===== src/rtl/doc_stream_pkg.sv =====
// Shared definitions for the document-to-UART streamer: FSM states,
// ASCII constants, frame-format selectors and frame-building helpers.
package doc_stream_pkg;

    typedef enum logic [2:0] {
        ST_IDLE  = 3'd0,
        ST_SCAN  = 3'd1,
        ST_FETCH = 3'd2,
        ST_SEND  = 3'd3,
        ST_CR    = 3'd4,
        ST_LF    = 3'd5,
        ST_FIN   = 3'd6
    } state_e;

    localparam logic [7:0] ASCII_NUL   = 8'h00;
    localparam logic [7:0] ASCII_SPACE = 8'h20;
    localparam logic [7:0] ASCII_CR    = 8'h0D;
    localparam logic [7:0] ASCII_LF    = 8'h0A;

    localparam int PARITY_NONE = 0;
    localparam int PARITY_EVEN = 1;
    localparam int PARITY_ODD  = 2;

    function automatic logic parity_bit(input logic [7:0] data, input int parity);
        logic p;
        p = ^data;
        if (parity == PARITY_ODD) begin
            parity_bit = ~p;
        end else begin
            parity_bit = p;
        end
    endfunction

    function automatic logic is_blank(input logic [7:0] c);
        return (c == ASCII_SPACE) || (c == ASCII_NUL);
    endfunction

    // Bit 0 is the start bit; every bit above data/parity is a stop bit (1).
    function automatic logic [11:0] build_frame(input logic [7:0] data, input int parity);
        logic [11:0] f;
        f      = 12'hFFF;
        f[0]   = 1'b0;
        f[8:1] = data;
        if (parity != PARITY_NONE) begin
            f[9] = parity_bit(data, parity);
        end else begin
            f[9] = 1'b1;
        end
        return f;
    endfunction

endpackage


===== src/rtl/uart_tx_core.sv =====
// UART transmitter with a one-byte holding register so the next byte can be
// queued while the current frame shifts out, giving back-to-back frames.
module uart_tx_core
    import doc_stream_pkg::*;
#(
    parameter int BAUD_DIV  = 868,
    parameter int PARITY    = 0,
    parameter int STOP_BITS = 1
) (
    input  logic       clk_i,
    input  logic       rst_i,
    input  logic [7:0] data_i,
    input  logic       valid_i,
    output logic       ready_o,
    output logic       idle_o,
    output logic       frame_done_o,
    output logic       tx_o
);

    localparam int NBITS = 10 + ((PARITY != PARITY_NONE) ? 1 : 0) + (STOP_BITS - 1);
    localparam int BW    = (BAUD_DIV > 2) ? $clog2(BAUD_DIV) : 1;
    localparam logic [BW-1:0] BAUD_LAST = BW'(BAUD_DIV - 1);
    localparam logic [BW-1:0] BAUD_ONE  = BW'(1);
    localparam logic [BW-1:0] BAUD_ZERO = BW'(0);
    localparam logic [3:0]    BIT_LAST  = 4'(NBITS - 1);

    logic [7:0]    hold_q, hold_d;
    logic          hold_full_q, hold_full_d;
    logic          active_q, active_d;
    logic [11:0]   shift_q, shift_d;
    logic [3:0]    bit_q, bit_d;
    logic [BW-1:0] baud_q, baud_d;
    logic          tx_q, tx_d;
    logic          frame_done_q, frame_done_d;
    logic          load_s;

    // Baud/bit sequencing, holding-register hand-off and byte acceptance.
    always_comb begin
        hold_d       = hold_q;
        hold_full_d  = hold_full_q;
        active_d     = active_q;
        shift_d      = shift_q;
        bit_d        = bit_q;
        baud_d       = baud_q;
        tx_d         = tx_q;
        frame_done_d = 1'b0;
        load_s       = 1'b0;
        if (active_q) begin
            if (baud_q == BAUD_LAST) begin
                baud_d = BAUD_ZERO;
                if (bit_q == BIT_LAST) begin
                    frame_done_d = 1'b1;
                    if (hold_full_q) begin
                        load_s = 1'b1;
                    end else begin
                        active_d = 1'b0;
                        tx_d     = 1'b1;
                    end
                end else begin
                    bit_d   = bit_q + 4'd1;
                    shift_d = {1'b1, shift_q[11:1]};
                    tx_d    = shift_q[1];
                end
            end else begin
                baud_d = baud_q + BAUD_ONE;
            end
        end else begin
            load_s = hold_full_q;
        end
        // Load and accept are exclusive: load needs a full holder, accept an empty one.
        if (load_s) begin
            shift_d     = build_frame(hold_q, PARITY);
            tx_d        = 1'b0;
            bit_d       = 4'd0;
            baud_d      = BAUD_ZERO;
            active_d    = 1'b1;
            hold_full_d = 1'b0;
        end else if (valid_i && !hold_full_q) begin
            hold_d      = data_i;
            hold_full_d = 1'b1;
        end else begin
            hold_d      = hold_q;
        end
    end

    // Transmitter state registers; line idles high.
    always_ff @(posedge clk_i) begin
        if (rst_i) begin
            hold_q       <= 8'h00;
            hold_full_q  <= 1'b0;
            active_q     <= 1'b0;
            shift_q      <= 12'hFFF;
            bit_q        <= 4'd0;
            baud_q       <= BAUD_ZERO;
            tx_q         <= 1'b1;
            frame_done_q <= 1'b0;
        end else begin
            hold_q       <= hold_d;
            hold_full_q  <= hold_full_d;
            active_q     <= active_d;
            shift_q      <= shift_d;
            bit_q        <= bit_d;
            baud_q       <= baud_d;
            tx_q         <= tx_d;
            frame_done_q <= frame_done_d;
        end
    end

    assign ready_o      = ~hold_full_q;
    assign idle_o       = ~active_q & ~hold_full_q;
    assign frame_done_o = frame_done_q;
    assign tx_o         = tx_q;

endmodule


===== src/rtl/doc_uart_streamer.sv =====
// Walks a character document row-major and streams it over a UART line,
// either verbatim (raw) or with trailing blanks trimmed and CR LF per row (text).
module doc_uart_streamer
    import doc_stream_pkg::*;
#(
    parameter int ROW_W     = 4,
    parameter int COL_W     = 5,
    parameter int ROWS      = 15,
    parameter int COLS      = 20,
    parameter int BAUD_DIV  = 868,
    parameter int PARITY    = 0,
    parameter int STOP_BITS = 1
) (
    input  logic                   clk_i,
    input  logic                   rst_i,
    input  logic                   start_i,
    input  logic                   mode_i,
    output logic                   read_en_o,
    output logic [ROW_W+COL_W-1:0] read_addr_o,
    input  logic [7:0]             read_data_i,
    output logic                   busy_o,
    output logic                   done_o,
    output logic [15:0]            tx_count_o,
    output logic                   rs_tx_o
);

    localparam logic [ROW_W-1:0] ROW_LAST = ROW_W'(ROWS - 1);
    localparam logic [ROW_W-1:0] ROW_ONE  = ROW_W'(1);
    localparam logic [ROW_W-1:0] ROW_ZERO = ROW_W'(0);
    localparam logic [COL_W-1:0] COL_LAST = COL_W'(COLS - 1);
    localparam logic [COL_W-1:0] COL_ONE  = COL_W'(1);
    localparam logic [COL_W-1:0] COL_ZERO = COL_W'(0);
    localparam logic [COL_W:0]   SCAN_END = (COL_W+1)'(COLS);
    localparam logic [COL_W:0]   SCAN_ONE = (COL_W+1)'(1);

    state_e                 state_q, state_d;
    logic                   mode_q, mode_d;
    logic [ROW_W-1:0]       row_q, row_d;
    logic [COL_W-1:0]       col_q, col_d;
    logic [COL_W-1:0]       last_q, last_d;
    logic                   found_q, found_d;
    logic [COL_W:0]         scan_q, scan_d;
    logic [ROW_W+COL_W-1:0] read_addr_q, read_addr_d;
    logic                   read_en_q, read_en_d;
    logic [7:0]             byte_q, byte_d;
    logic                   busy_q, busy_d;
    logic                   done_q, done_d;
    logic [15:0]            tx_count_q, tx_count_d;

    logic                   core_valid_s;
    logic [7:0]             core_data_s;
    logic                   core_ready_s;
    logic                   core_idle_s;
    logic                   core_frame_done_s;
    logic                   core_tx_s;

    uart_tx_core #(
        .BAUD_DIV  (BAUD_DIV),
        .PARITY    (PARITY),
        .STOP_BITS (STOP_BITS)
    ) u_tx (
        .clk_i        (clk_i),
        .rst_i        (rst_i),
        .data_i       (core_data_s),
        .valid_i      (core_valid_s),
        .ready_o      (core_ready_s),
        .idle_o       (core_idle_s),
        .frame_done_o (core_frame_done_s),
        .tx_o         (core_tx_s)
    );

    // Job sequencing: scan for the last non-blank column, fetch, hand bytes to the core.
    always_comb begin
        state_d      = state_q;
        mode_d       = mode_q;
        row_d        = row_q;
        col_d        = col_q;
        last_d       = last_q;
        found_d      = found_q;
        scan_d       = scan_q;
        read_addr_d  = read_addr_q;
        byte_d       = byte_q;
        busy_d       = busy_q;
        done_d       = 1'b0;
        core_valid_s = 1'b0;
        core_data_s  = byte_q;
        if (core_frame_done_s && (tx_count_q != 16'hFFFF)) begin
            tx_count_d = tx_count_q + 16'd1;
        end else begin
            tx_count_d = tx_count_q;
        end
        case (state_q)
            ST_IDLE: begin
                if (start_i) begin
                    mode_d      = mode_i;
                    row_d       = ROW_ZERO;
                    col_d       = COL_ZERO;
                    last_d      = COL_ZERO;
                    found_d     = 1'b0;
                    scan_d      = '0;
                    read_addr_d = {ROW_ZERO, COL_ZERO};
                    busy_d      = 1'b1;
                    tx_count_d  = 16'd0;
                    state_d     = mode_i ? ST_SCAN : ST_FETCH;
                end else begin
                    state_d     = ST_IDLE;
                end
            end
            ST_SCAN: begin
                // Data for column scan_q is on the port this cycle; one extra cycle decides.
                if (scan_q != SCAN_END) begin
                    if (!is_blank(read_data_i)) begin
                        found_d = 1'b1;
                        last_d  = scan_q[COL_W-1:0];
                    end else begin
                        found_d = found_q;
                    end
                    scan_d      = scan_q + SCAN_ONE;
                    read_addr_d = {row_q, scan_q[COL_W-1:0] + COL_ONE};
                end else if (found_q) begin
                    col_d       = COL_ZERO;
                    read_addr_d = {row_q, COL_ZERO};
                    state_d     = ST_FETCH;
                end else begin
                    state_d     = ST_CR;
                end
            end
            ST_FETCH: begin
                if (mode_q && (read_data_i == ASCII_NUL)) begin
                    byte_d = ASCII_SPACE;
                end else begin
                    byte_d = read_data_i;
                end
                state_d = ST_SEND;
            end
            ST_SEND: begin
                core_valid_s = 1'b1;
                if (!core_ready_s) begin
                    state_d = ST_SEND;
                end else if (mode_q) begin
                    if (col_q == last_q) begin
                        state_d = ST_CR;
                    end else begin
                        col_d       = col_q + COL_ONE;
                        read_addr_d = {row_q, col_q + COL_ONE};
                        state_d     = ST_FETCH;
                    end
                end else if (col_q == COL_LAST) begin
                    if (row_q == ROW_LAST) begin
                        state_d = ST_FIN;
                    end else begin
                        row_d       = row_q + ROW_ONE;
                        col_d       = COL_ZERO;
                        read_addr_d = {row_q + ROW_ONE, COL_ZERO};
                        state_d     = ST_FETCH;
                    end
                end else begin
                    col_d       = col_q + COL_ONE;
                    read_addr_d = {row_q, col_q + COL_ONE};
                    state_d     = ST_FETCH;
                end
            end
            ST_CR: begin
                core_valid_s = 1'b1;
                core_data_s  = ASCII_CR;
                if (core_ready_s) begin
                    state_d = ST_LF;
                end else begin
                    state_d = ST_CR;
                end
            end
            ST_LF: begin
                core_valid_s = 1'b1;
                core_data_s  = ASCII_LF;
                if (!core_ready_s) begin
                    state_d = ST_LF;
                end else if (row_q == ROW_LAST) begin
                    state_d = ST_FIN;
                end else begin
                    row_d       = row_q + ROW_ONE;
                    scan_d      = '0;
                    found_d     = 1'b0;
                    last_d      = COL_ZERO;
                    read_addr_d = {row_q + ROW_ONE, COL_ZERO};
                    state_d     = ST_SCAN;
                end
            end
            ST_FIN: begin
                if (core_idle_s) begin
                    done_d  = 1'b1;
                    busy_d  = 1'b0;
                    state_d = ST_IDLE;
                end else begin
                    state_d = ST_FIN;
                end
            end
            default: begin
                busy_d  = 1'b0;
                state_d = ST_IDLE;
            end
        endcase
        read_en_d = (state_d == ST_SCAN) || (state_d == ST_FETCH);
    end

    // Streamer state registers.
    always_ff @(posedge clk_i) begin
        if (rst_i) begin
            state_q     <= ST_IDLE;
            mode_q      <= 1'b0;
            row_q       <= ROW_ZERO;
            col_q       <= COL_ZERO;
            last_q      <= COL_ZERO;
            found_q     <= 1'b0;
            scan_q      <= '0;
            read_addr_q <= '0;
            read_en_q   <= 1'b0;
            byte_q      <= 8'h00;
            busy_q      <= 1'b0;
            done_q      <= 1'b0;
            tx_count_q  <= 16'd0;
        end else begin
            state_q     <= state_d;
            mode_q      <= mode_d;
            row_q       <= row_d;
            col_q       <= col_d;
            last_q      <= last_d;
            found_q     <= found_d;
            scan_q      <= scan_d;
            read_addr_q <= read_addr_d;
            read_en_q   <= read_en_d;
            byte_q      <= byte_d;
            busy_q      <= busy_d;
            done_q      <= done_d;
            tx_count_q  <= tx_count_d;
        end
    end

    assign read_en_o   = read_en_q;
    assign read_addr_o = read_addr_q;
    assign busy_o      = busy_q;
    assign done_o      = done_q;
    assign tx_count_o  = tx_count_q;
    assign rs_tx_o     = core_tx_s;

endmodule


===== config.mk =====
export PLATFORM = sky130hd
export DESIGN_NAME = doc_uart_streamer
export DESIGN_NICKNAME = d
export VERILOG_FILES = /design/src/rtl/doc_stream_pkg.sv /design/src/rtl/uart_tx_core.sv /design/src/rtl/doc_uart_streamer.sv
export SDC_FILE = /design/constraint.sdc
export NUM_CORES = 1
export LEC_CHECK = 0
export CAP_MARGIN = 20
export CORE_UTILIZATION = 40
export DETAILED_ROUTE_END_ITERATION = 8
export DONT_BUFFER_PORTS = 1
export SLEW_MARGIN = 15
export SYNTH_ARGS = -nofsm -noshare
export SYNTH_HDL_FRONTEND = slang
export SYNTH_HIERARCHICAL = 1
export SYNTH_SLANG_ARGS = --single-unit
export TNS_END_PERCENT = 100

===== constraint.sdc =====
create_clock -name clk_i -period 2.54 [get_ports clk_i]
set_input_delay 0.254 -clock clk_i [delete_from_list [all_inputs] [get_ports clk_i]]
set_output_delay 0.254 -clock clk_i [all_outputs]
set_load 0.01 [all_outputs]

==> results of run 1 <==
==> synthesized netlist by cell type (all sizes together), types with 6 or more instances <==
master / n / share of area (%)
buf: 11 / 1.1
xor2: 13 / 2.3
xnor2: 19 / 3.4
nor3: 14 / 1.4
a21boi: 7 / 1.1
nand3: 25 / 2.5
ha: 9 / 2.3
or3: 7 / 0.89
a211oi: 6 / 0.91
inv: 18 / 1.4
nor2: 65 / 4.9
and2: 6 / 0.76
a21oi: 25 / 2.5
mux2: 8 / 1.8
nand2: 50 / 3.8
dfxtp: 95 / 38
nand2b: 6 / 0.76
and3: 14 / 1.8
nand4: 10 / 1.3
o32a: 7 / 1.4
clkbuf: 19 / 1.4
o21ai: 18 / 1.8
nor2b: 11 / 1.4
mux2i: 24 / 4.9
==> routing by layer <==
metal / up-vias / track usage (%) / wire length (um)
li1: 2089 / - / -
met1: 1996 / 24.6 / 5350
met2: 113 / 31.5 / 5410
met3: 18 / 5.30 / 588
met4: 0 / 6.84 / 246
met5: - / 0 / 0
==> cell families after synthesis <==
kind of cell	count (synthesis)	share of synthesized area (%)
AOI/OAI and AO/OA	117	17.8
xor gates and xnor gates	32	5.67
adders and majority gates	9	2.28
buffers and inverters	48	3.92
DFF	95	38.4
muxes	32	6.68
and+or+nand+nor	242	25.3
==> flip-flops by register name, indices dropped and copies added (netlist names), 3 cells and up <==
| name | count |
|---|---|
| tx_count_o | 16 |
| u_tx/baud_q | 10 |
| read_addr_o | 9 |
| byte_q | 8 |
| u_tx/hold_q | 8 |
| u_tx/shift_q | 8 |
| scan_q | 6 |
| col_q | 5 |
| last_q | 5 |
| row_q | 4 |
| u_tx/bit_q | 4 |
| state_q | 3 |
==> power groups by stage <==
stage	Sequential, uW	Clock, uW	Combinational [uW]
after floorplan	1590	0	365
after global placement	1610	0	458
after detailed placement	1610	0	459
after CTS	1580	1350	475
after global routing	1580	1410	529
final	1580	1290	476
==> layout make-up <==
class                           count  area share (%)
Multi-Input combinational cell    432            52.1
Clock buffer                       14            5.00
Timing Repair Buffer               22            3.29
Inverter                           18            1.23
Clock inverter                      2           0.251
Sequential cell                    95            34.7
Tap cell                          147            3.36
==> through the flow <==
| stage | hold WS, ns | util (%) |
|---|---|---|
| 2_1_floorplan | 0.401 | - |
| 3_3_place_gp | 0.340 | 42.9 |
| 3_5_place_dp | 0.345 | 42.9 |
| 4_1_cts | 0.00157 | 45.6 |
| 5_1_grt | 0.0173 | 45.6 |
| 6_report | 0.0266 | 45.6 |
==> worst max-delay path, stage by stage (launching register included) <==
cell and delay, ns:
dfxtp_1 0.42, ha_1 0.28, or4b_4 0.53, or4_4 0.53, a2111oi_4 0.36, a21oi_1 0.07
nor2_1 0.09
==> timing repair <==
action / 4_1_cts / 5_1_grt
endpoints found under the hold margin: 32 / 0
hold buffers: 2 / 0
setup endpoints to repair: 0 / 3
resized for setup: 0 / 1
==> how the worst max path moves through the flow <==
stage | from | to
floorplan | row_q[0] | found_q
global placement | col_q[0] | row_q[1]
detailed placement | col_q[0] | col_q[0]
CTS | col_q[0] | col_q[0]
global route | col_q[0] | read_addr_o[3]
finish | col_q[0] | row_q[1]
==> impl_metrics.env, run 1 <==
export IMPL_grt_use_total_pct=19.4
export IMPL_p_leak_uw=0.00196
export IMPL_ys_ff_latch=95
export IMPL_path_clk_slew_ns=0.06
export IMPL_wl_um=11600
export IMPL_layout_common_cells="dfxtp_1 (95), nor2_1 (65), nand2_1 (50), nand3_1 (25), a21oi_1 (25)"
export IMPL_comb_power_share_pct=14.2
export IMPL_drc_errors=0
export IMPL_placed_cells=712
export IMPL_drive_gt1_share_pct=9.43
export IMPL_maxSlewViolCount=0
export IMPL_min_delay_start="rst_i"
export IMPL_fp_coreArea_um2=12000
export IMPL_cp_data_required_time_ns=2.82
export IMPL_cts_htree_levels=3
export IMPL_clock_fmax_mhz=426
export IMPL_port_buffers=0
export IMPL_synth_flop_cell="dfxtp_1"
export IMPL_ys_warn_count=6
export IMPL_clockPowerShare_pct=38.6
export IMPL_seqCellArea_um2=1900
export IMPL_synth_edf_count=0
export IMPL_n_fill_cell=1166
export IMPL_drt_initial_drc_count=277
export IMPL_reg2reg_to="row_q[1]"
export IMPL_fin_crit_ns=2.35
export IMPL_pre_cts_ws_ns=0.0939
export IMPL_n_antenna_cell=0
export IMPL_multi_input_area_um2=2860
export IMPL_min_to="u_tx/shift_q[8]"
export IMPL_max_slew_worst_pin_slew_ns=0.548
export IMPL_placedInstanceArea_um2=5150
export IMPL_boundaryPins=41
export IMPL_cts_root_buffer="clkbuf_16"
export IMPL_relSlewSlack_pct=63.1
export IMPL_r2r_start="col_q[0]"
export IMPL_layout_setup_ws_ns=0.192
export IMPL_place_hpwl_um=8310
export IMPL_grt_pass1_vias=4046
export IMPL_start_util_pct=41.2
export IMPL_clock_sinks=95
export IMPL_ys_types=73
export IMPL_overflow=0
export IMPL_cp_arrival_ns=2.63
export IMPL_drv_cap=0
export IMPL_cts_path_max_buffers=2
export IMPL_die_height_um=113
export IMPL_final_common_cell="dfxtp_1"
export IMPL_place_gp_congestion=0.865
export IMPL_ant_nets=0
export IMPL_viasPerCell=5.78
export IMPL_p_total_uw=3350
export IMPL_cts_setup_buffers=0
export IMPL_syn_to_final_growth_pct=10.7
export IMPL_rsz0062_at_grt="no"
export IMPL_skew_ns=0.00707
export IMPL_grt_pass1_wl_um=19800
export IMPL_drt_pass1_iter_count=7
export IMPL_synthCells=575
export IMPL_syn_nets=596
export IMPL_fin_tns_setup_ns=0
export IMPL_hold_path_cell_count=1
export IMPL_core_rowCount=40
export IMPL_p_int_uw=2480
export IMPL_outcome="finished clean"
export IMPL_grt_max_degree=33
export IMPL_final_area_um2=5480
export IMPL_finalCritPeriodShare_pct=92.5
export IMPL_antenna_found_initial=0
export IMPL_p_sw_share_pct=26.0
export IMPL_r2r_cells=6
export IMPL_cts_tree="built"
export IMPL_clk_latency_ns=0.35
export IMPL_setup_worst_path_class="flop to flop"
export IMPL_start_kind="flop"
export IMPL_hold_path_class="input pin to flop"
export IMPL_hold_viol=0
export IMPL_yosysSeqAreaShare_pct=38.4
export IMPL_avgSynthCellArea_um2=8.60
export IMPL_power_density_nw_per_um2=611
export IMPL_die_area_um2=12800
export IMPL_p_switching_uw=871
export IMPL_synth_area_um2=4950
export IMPL_critPathCaptureType="flop"
export IMPL_num_vias=4216
export IMPL_ys_async_sr_fraction_pct=0
export IMPL_setup_violations=0
export IMPL_stdcell_count=730
export IMPL_worstPathMaxFanout=6
export IMPL_seqPwrFrac_pct=47.2
export IMPL_final_nets=599
export IMPL_reg2reg_slack_ns=0.19
export IMPL_routedWlPerCell_um=15.9
export IMPL_cts_made_buffers=9
export IMPL_fp_dieW_um=113
export IMPL_peakVddDrop_mv=0.360
Note: power is estimated with default switching activity, not from simulation.
==> inputs of run 2 (changes only) <==
- HOLD_SLACK_MARGIN: not set -> 0.06
- SYNTH_HIERARCHICAL: 1 -> not set
==> impl_metrics.env, run 2 <==
export IMPL_path_clk_slew_ns=0.07
export IMPL_drive_gt1_share_pct=8.48
export IMPL_grt_max_degree=52
export IMPL_overflow=0
export IMPL_worstPathMaxFanout=8
export IMPL_cts_path_max_buffers=2
export IMPL_yosys_cell_count_top_type="dfxtp_1"
export IMPL_grt_pass1_vias=3867
export IMPL_wl_um=11400
export IMPL_min_to="col_q[0]"
export IMPL_cp_arrival_ns=2.56
export IMPL_cpPeakStageDelay_ns=0.50
export IMPL_p_total_uw=3260
export IMPL_viasPerCell=5.72
export IMPL_layout_setup_ws_ns=0.263
export IMPL_peakVddDrop_mv=0.298
export IMPL_synth_area_um2=4840
export IMPL_relSlewSlack_pct=55.1
export IMPL_cts_htree_levels=3
export IMPL_cp_data_required_time_ns=2.82
export IMPL_fp_coreArea_um2=11600
export IMPL_fp_dieW_um=112
export IMPL_cts_made_buffers=9
export IMPL_start_kind="flop"
export IMPL_skew_ns=0.00638
export IMPL_synth_commonest_cells="dfxtp_1 (95), nor2_1 (70), a21oi_1 (43)"
export IMPL_n_antenna_cell=0
export IMPL_boundaryPins=41
export IMPL_n_fill_cell=1130
export IMPL_synth_top_area_share_pct=39.3
export IMPL_hold_path_class="input pin to flop"
export IMPL_port_buffers=0
export IMPL_stdcell_count=721
export IMPL_reg2reg_slack_ns=0.26
export IMPL_clock_sinks=95
export IMPL_finalCritPeriodShare_pct=89.6
export IMPL_ys_warn_count=0
export IMPL_place_gp_congestion=0.781
export IMPL_antenna_found_initial=0
export IMPL_grt_use_total_pct=19.2
export IMPL_synth_edf_count=0
export IMPL_power_density_nw_per_um2=605
export IMPL_slowest_stage="or4_1"
export IMPL_r2r_start="col_q[0]"
export IMPL_clk_latency_ns=0.35
export IMPL_syn_nets=589
export IMPL_ys_ff_latch=95
export IMPL_avgSynthCellArea_um2=8.53
export IMPL_drc_errors=5
export IMPL_cts_root_buffer="clkbuf_16"
export IMPL_ys_types=70
export IMPL_synth_area_top_cells="dfxtp_1 (39%), nor2_1 (5.4%), a21oi_1 (4.4%)"
export IMPL_clock_fmax_mhz=439
export IMPL_maxSlewViolCount=0
export IMPL_setup_violations=0
export IMPL_r2r_cells=6
export IMPL_crit_buf_inv=0
export IMPL_p_leak_uw=0.00191
export IMPL_synth_flop_cell="dfxtp_1"
export IMPL_fin_tns_setup_ns=0
export IMPL_synth_top_cell_by_area="dfxtp_1"
export IMPL_setup_worst_path_class="flop to flop"
export IMPL_pre_cts_ws_ns=0.312
export IMPL_rsz0062_at_grt="no"
export IMPL_start_util_pct=41.7
export IMPL_num_vias=4125
export IMPL_critPathCaptureType="flop"
export IMPL_syn_to_final_growth_pct=11.2
export IMPL_fin_crit_ns=2.28
export IMPL_outcome="finished with violations"
export IMPL_largest_reg_flops=16
export IMPL_routedWlPerCell_um=15.8
export IMPL_cts_setup_buffers=0
export IMPL_min_delay_start="rst_i"
export IMPL_hold_viol=0
export IMPL_drt_initial_drc_count=207
export IMPL_final_common_cell="dfxtp_1"
export IMPL_whs_ns=0.0856
export IMPL_drt_pass1_iter_count=7
export IMPL_die_area_um2=12600
export IMPL_grt_pass1_wl_um=19100
export IMPL_multi_input_area_um2=2750
export IMPL_ant_nets=0
export IMPL_drv_cap=0
export IMPL_max_slew_worst_pin_slew_ns=0.666
export IMPL_yosysSeqAreaShare_pct=39.3
export IMPL_hold_path_cell_count=2
export IMPL_cts_tree="built"
export IMPL_die_height_um=112
export IMPL_violations="design-rule violations"
export IMPL_synthCells=568
export IMPL_final_nets=595
export IMPL_path_cells="ha_1, nand4bb_4, or2_1, o32a_4, or4_1, a21oi_1"
export IMPL_layout_common_cells="dfxtp_1 (95), nor2_1 (70), a21oi_1 (43), nand2_1 (34), o21ai_0 (26)"
export IMPL_placed_cells=696
export IMPL_place_hpwl_um=7920
export IMPL_critical_path_top_delay_family="simple AND/OR/NAND/NOR gates"
export IMPL_reg2reg_to="row_q[3]"
export IMPL_seqCellArea_um2=1900
export IMPL_ys_async_sr_fraction_pct=0
export IMPL_core_rowCount=39
## run 2: power by group
group / internal [uW] / switching [uW]
Sequential: 1540 / 52.2
Combinational: 160 / 226
Clock: 691 / 593
## run 2: worst max-delay path by stage
stage / to / cells after the start / startpoint / slack (ns)
final: row_q[3] / 6 / col_q[0] / 0.26
after global routing: row_q[0] / 6 / state_q[1] / 0.12
after CTS: row_q[3] / 6 / col_q[0] / 0.28
after global placement: row_q[3] / 6 / col_q[0] / 0.38
after floorplan: row_q[3] / 6 / col_q[0] / 0.49
after detailed placement: row_q[3] / 6 / col_q[0] / 0.31
## run 2: metrics by stage
stage                     utilization, %  area, um^2
after floorplan                        -        4840
after global placement              43.1        5000
after detailed placement            43.1        5000
after CTS                           46.4        5390
after global routing                46.4        5390
final                               46.4        5390
## run 2: metal layers
metal,vias up,GRT usage (%),routed length (um)
met5,-,0,0
met4,0,10.3,330
met3,23,4.59,498
met2,67,30.2,5330
met1,1957,24.4,5220
li1,2078,-,-
## run 2: final cells by class
class | count | area share, %
multi-input cells | 428 | 51.0
clock inverters | 4 | 0.557
well taps | 143 | 3.32
inverters | 13 | 0.906
repair buffers | 27 | 4.41
clock buffers | 11 | 4.51
flip-flops and latches | 95 | 35.3
## run 2: logic make-up after synthesis
family	synth area share [%]
AO/OA/AOI/OAI	19.8
AND/OR/NAND/NOR	24.5
buffers and inverters	4.03
adder cells (fa/ha/maj)	2.33
flip-flops	39.3
XOR/XNOR	6.33
multiplexers	3.80
## run 2: worst reg2reg max path: stages, from the launching register on
cell	delay, ns
dfxtp_1	0.44
ha_1	0.34
nand4bb_4	0.14
or2_1	0.25
o32a_4	0.35
or4_1	0.50
a21oi_1	0.17
## run 2: repair_timing
action | CTS | global route
hold buffers | 10 | 0
hold endpoints to repair | 51 | 0
resized for setup | 0 | 0
endpoints found under the setup margin | 0 | 0
==> inputs of run 3 (changes only) <==
--- a/config.mk
+++ b/config.mk
@@ -7,4 +7,5 @@
 export LEC_CHECK = 0
 export CAP_MARGIN = 20
+export CORE_MARGIN = 2
 export CORE_UTILIZATION = 40
 export DETAILED_ROUTE_END_ITERATION = 8
==> constraint.sdc (replaced) <==
create_clock -name clk_i -period 2.54 [get_ports clk_i]
set_input_delay 0.508 -clock clk_i [delete_from_list [all_inputs] [get_ports clk_i]]
set_output_delay 0.508 -clock clk_i [all_outputs]
set_load 0.01 [all_outputs]
==> impl_metrics.env, run 3 (synthesis results as in run 2) <==
export IMPL_fin_crit_ns=2.26
export IMPL_final_util_pct=44.3
export IMPL_hold_path_class="input pin to flop"
export IMPL_boundaryPins=41
export IMPL_comb_power_share_pct=10.7
export IMPL_hold_viol=0
export IMPL_cts_htree_levels=3
export IMPL_p_int_uw=2400
export IMPL_r2r_cells=6
export IMPL_grt_max_degree=73
export IMPL_largest_reg_flops=16
export IMPL_p_switching_uw=835
export IMPL_setup_worst_path_class="flop to flop"
export IMPL_place_hpwl_um=7630
export IMPL_stdcell_count=713
export IMPL_start_kind="flop"
export IMPL_r2r_start="state_q[0]"
export IMPL_overflow=0
export IMPL_hold_buffers=0
export IMPL_core_rowCount=40
export IMPL_rsz0062_at_grt="no"
export IMPL_n_antenna_cell=0
export IMPL_setup_violations=0
export IMPL_place_gp_congestion=0.825
export IMPL_cts_root_buffer="clkbuf_16"
export IMPL_port_buffers=0
export IMPL_final_nets=583
export IMPL_viasPerCell=5.59
export IMPL_p_leak_uw=0.00186
export IMPL_drv_cap=0
export IMPL_fin_tns_setup_ns=0
export IMPL_drive_gt1_share_pct=8.13
export IMPL_power_density_nw_per_um2=613
export IMPL_n_fill_cell=1198
export IMPL_grt_use_total_pct=17.1
export IMPL_min_delay_start="rst_i"
export IMPL_wl_um=10700
export IMPL_layout_setup_ws_ns=0.279
export IMPL_peakVddDrop_mv=0.260
export IMPL_fp_dieW_um=114
export IMPL_cts_tree="built"
export IMPL_seqPwrFrac_pct=49.1
export IMPL_ant_nets=0
export IMPL_antenna_found_initial=0
export IMPL_layout_common_cells="dfxtp_1 (95), nor2_1 (70), a21oi_1 (43), nand2_1 (34), o21ai_0 (26)"
export IMPL_cp_data_required_time_ns=2.78
export IMPL_drt_initial_drc_count=310
export IMPL_final_common_cell="dfxtp_1"
export IMPL_routedWlPerCell_um=15.0
export IMPL_start_util_pct=40.7
export IMPL_post_cts_resize_count=0
export IMPL_drt_pass1_iter_count=5
export IMPL_syn_to_final_growth_pct=8.94
export IMPL_clk_latency_ns=0.35
export IMPL_clock_sinks=95
export IMPL_critPathCaptureType="flop"
export IMPL_path_clk_slew_ns=0.06
export IMPL_die_height_um=114
export IMPL_placed_cells=698
export IMPL_cp_arrival_ns=2.50
export IMPL_cts_made_buffers=9
export IMPL_skew_ns=0.00961
export IMPL_min_to="scan_q[4]"
export IMPL_grt_pass1_wl_um=18100
export IMPL_fp_coreArea_um2=11900
export IMPL_finalCritPeriodShare_pct=89.0
export IMPL_reg2reg_slack_ns=0.28
export IMPL_max_slew_worst_pin_slew_ns=0.673
export IMPL_die_area_um2=13000
export IMPL_hold_path_cell_count=1
export IMPL_maxSlewViolCount=0
export IMPL_pre_cts_ws_ns=0.312
export IMPL_reg2reg_to="col_q[3]"
export IMPL_num_vias=3984
export IMPL_cts_setup_buffers=0
export IMPL_grt_pass1_vias=3802
export IMPL_clockPowerShare_pct=40.2
export IMPL_p_sw_share_pct=25.8
export IMPL_drc_errors=0
export IMPL_worstPathMaxFanout=16
export IMPL_relSlewSlack_pct=54.7
export IMPL_clock_fmax_mhz=442
export IMPL_cts_path_max_buffers=2
export IMPL_outcome="finished clean"
export IMPL_p_total_uw=3230
run 3: cell count changes in the layout (fill, tap and decap cells not counted), sizes merged:
cell         previous run  this run
clkinvlp                1         0
buf                    18        15
dlygate4sd3             9         0
clkbuf                 11        12
run 3: metrics by stage:
| stage | hold WS, ns | area (um^2) |
|---|---|---|
| 4_1_cts | 0.223 | 5280 |
| 5_1_grt | 0.230 | 5280 |
| 2_1_floorplan | 0.431 | 4840 |
| 3_3_place_gp | 0.442 | 4990 |
| 6_report | 0.236 | 5280 |
| 3_5_place_dp | 0.448 | 4990 |
run 3: power groups by stage:
stage                     clock, uW  combinational (uW)  sequential [uW]
final                          1300                 346             1590
after detailed placement          0                 344             1620
after CTS                      1340                 346             1590
after global routing           1380                 390             1600
after global placement            0                 340             1620
after floorplan                   0                 297             1600
run 3: per-layer routing:
| layer | track usage (%) | part of all wire, % |
|---|---|---|
| met5 | 0 | 0 |
| met4 | 6.59 | 1.5 |
| met3 | 5.37 | 6.1 |
| met2 | 28.1 | 46 |
| met1 | 21.1 | 46 |
run 3: cell type report:
class | count | area (um^2) | share of cell area, %
clock inverters | 3 | 26.3 | 0.498
multi-input cells | 428 | 2750 | 52.1
repair buffers | 15 | 113 | 2.13
well taps | 147 | 184 | 3.49
flip-flops and latches | 95 | 1900 | 36.0
inverters | 13 | 48.8 | 0.925
clock buffers | 12 | 256 | 4.86
run 3: worst max-delay path, stage by stage, from the launching register on:
cell	delay (ns)
dfxtp_1	0.60
buf_4	0.25
nand2_1	0.06
o32ai_1	0.22
o21ai_0	0.20
a21oi_1	0.43
mux2_2	0.39
run 3: worst max path at each step:
stage / from / endpoint / cells after the start
final: state_q[0] / col_q[3] / 6
after floorplan: col_q[0] / row_q[3] / 6
after CTS: col_q[0] / row_q[3] / 6
after detailed placement: col_q[0] / row_q[3] / 6
after global placement: col_q[0] / row_q[3] / 6
after global routing: state_q[0] / col_q[3] / 6
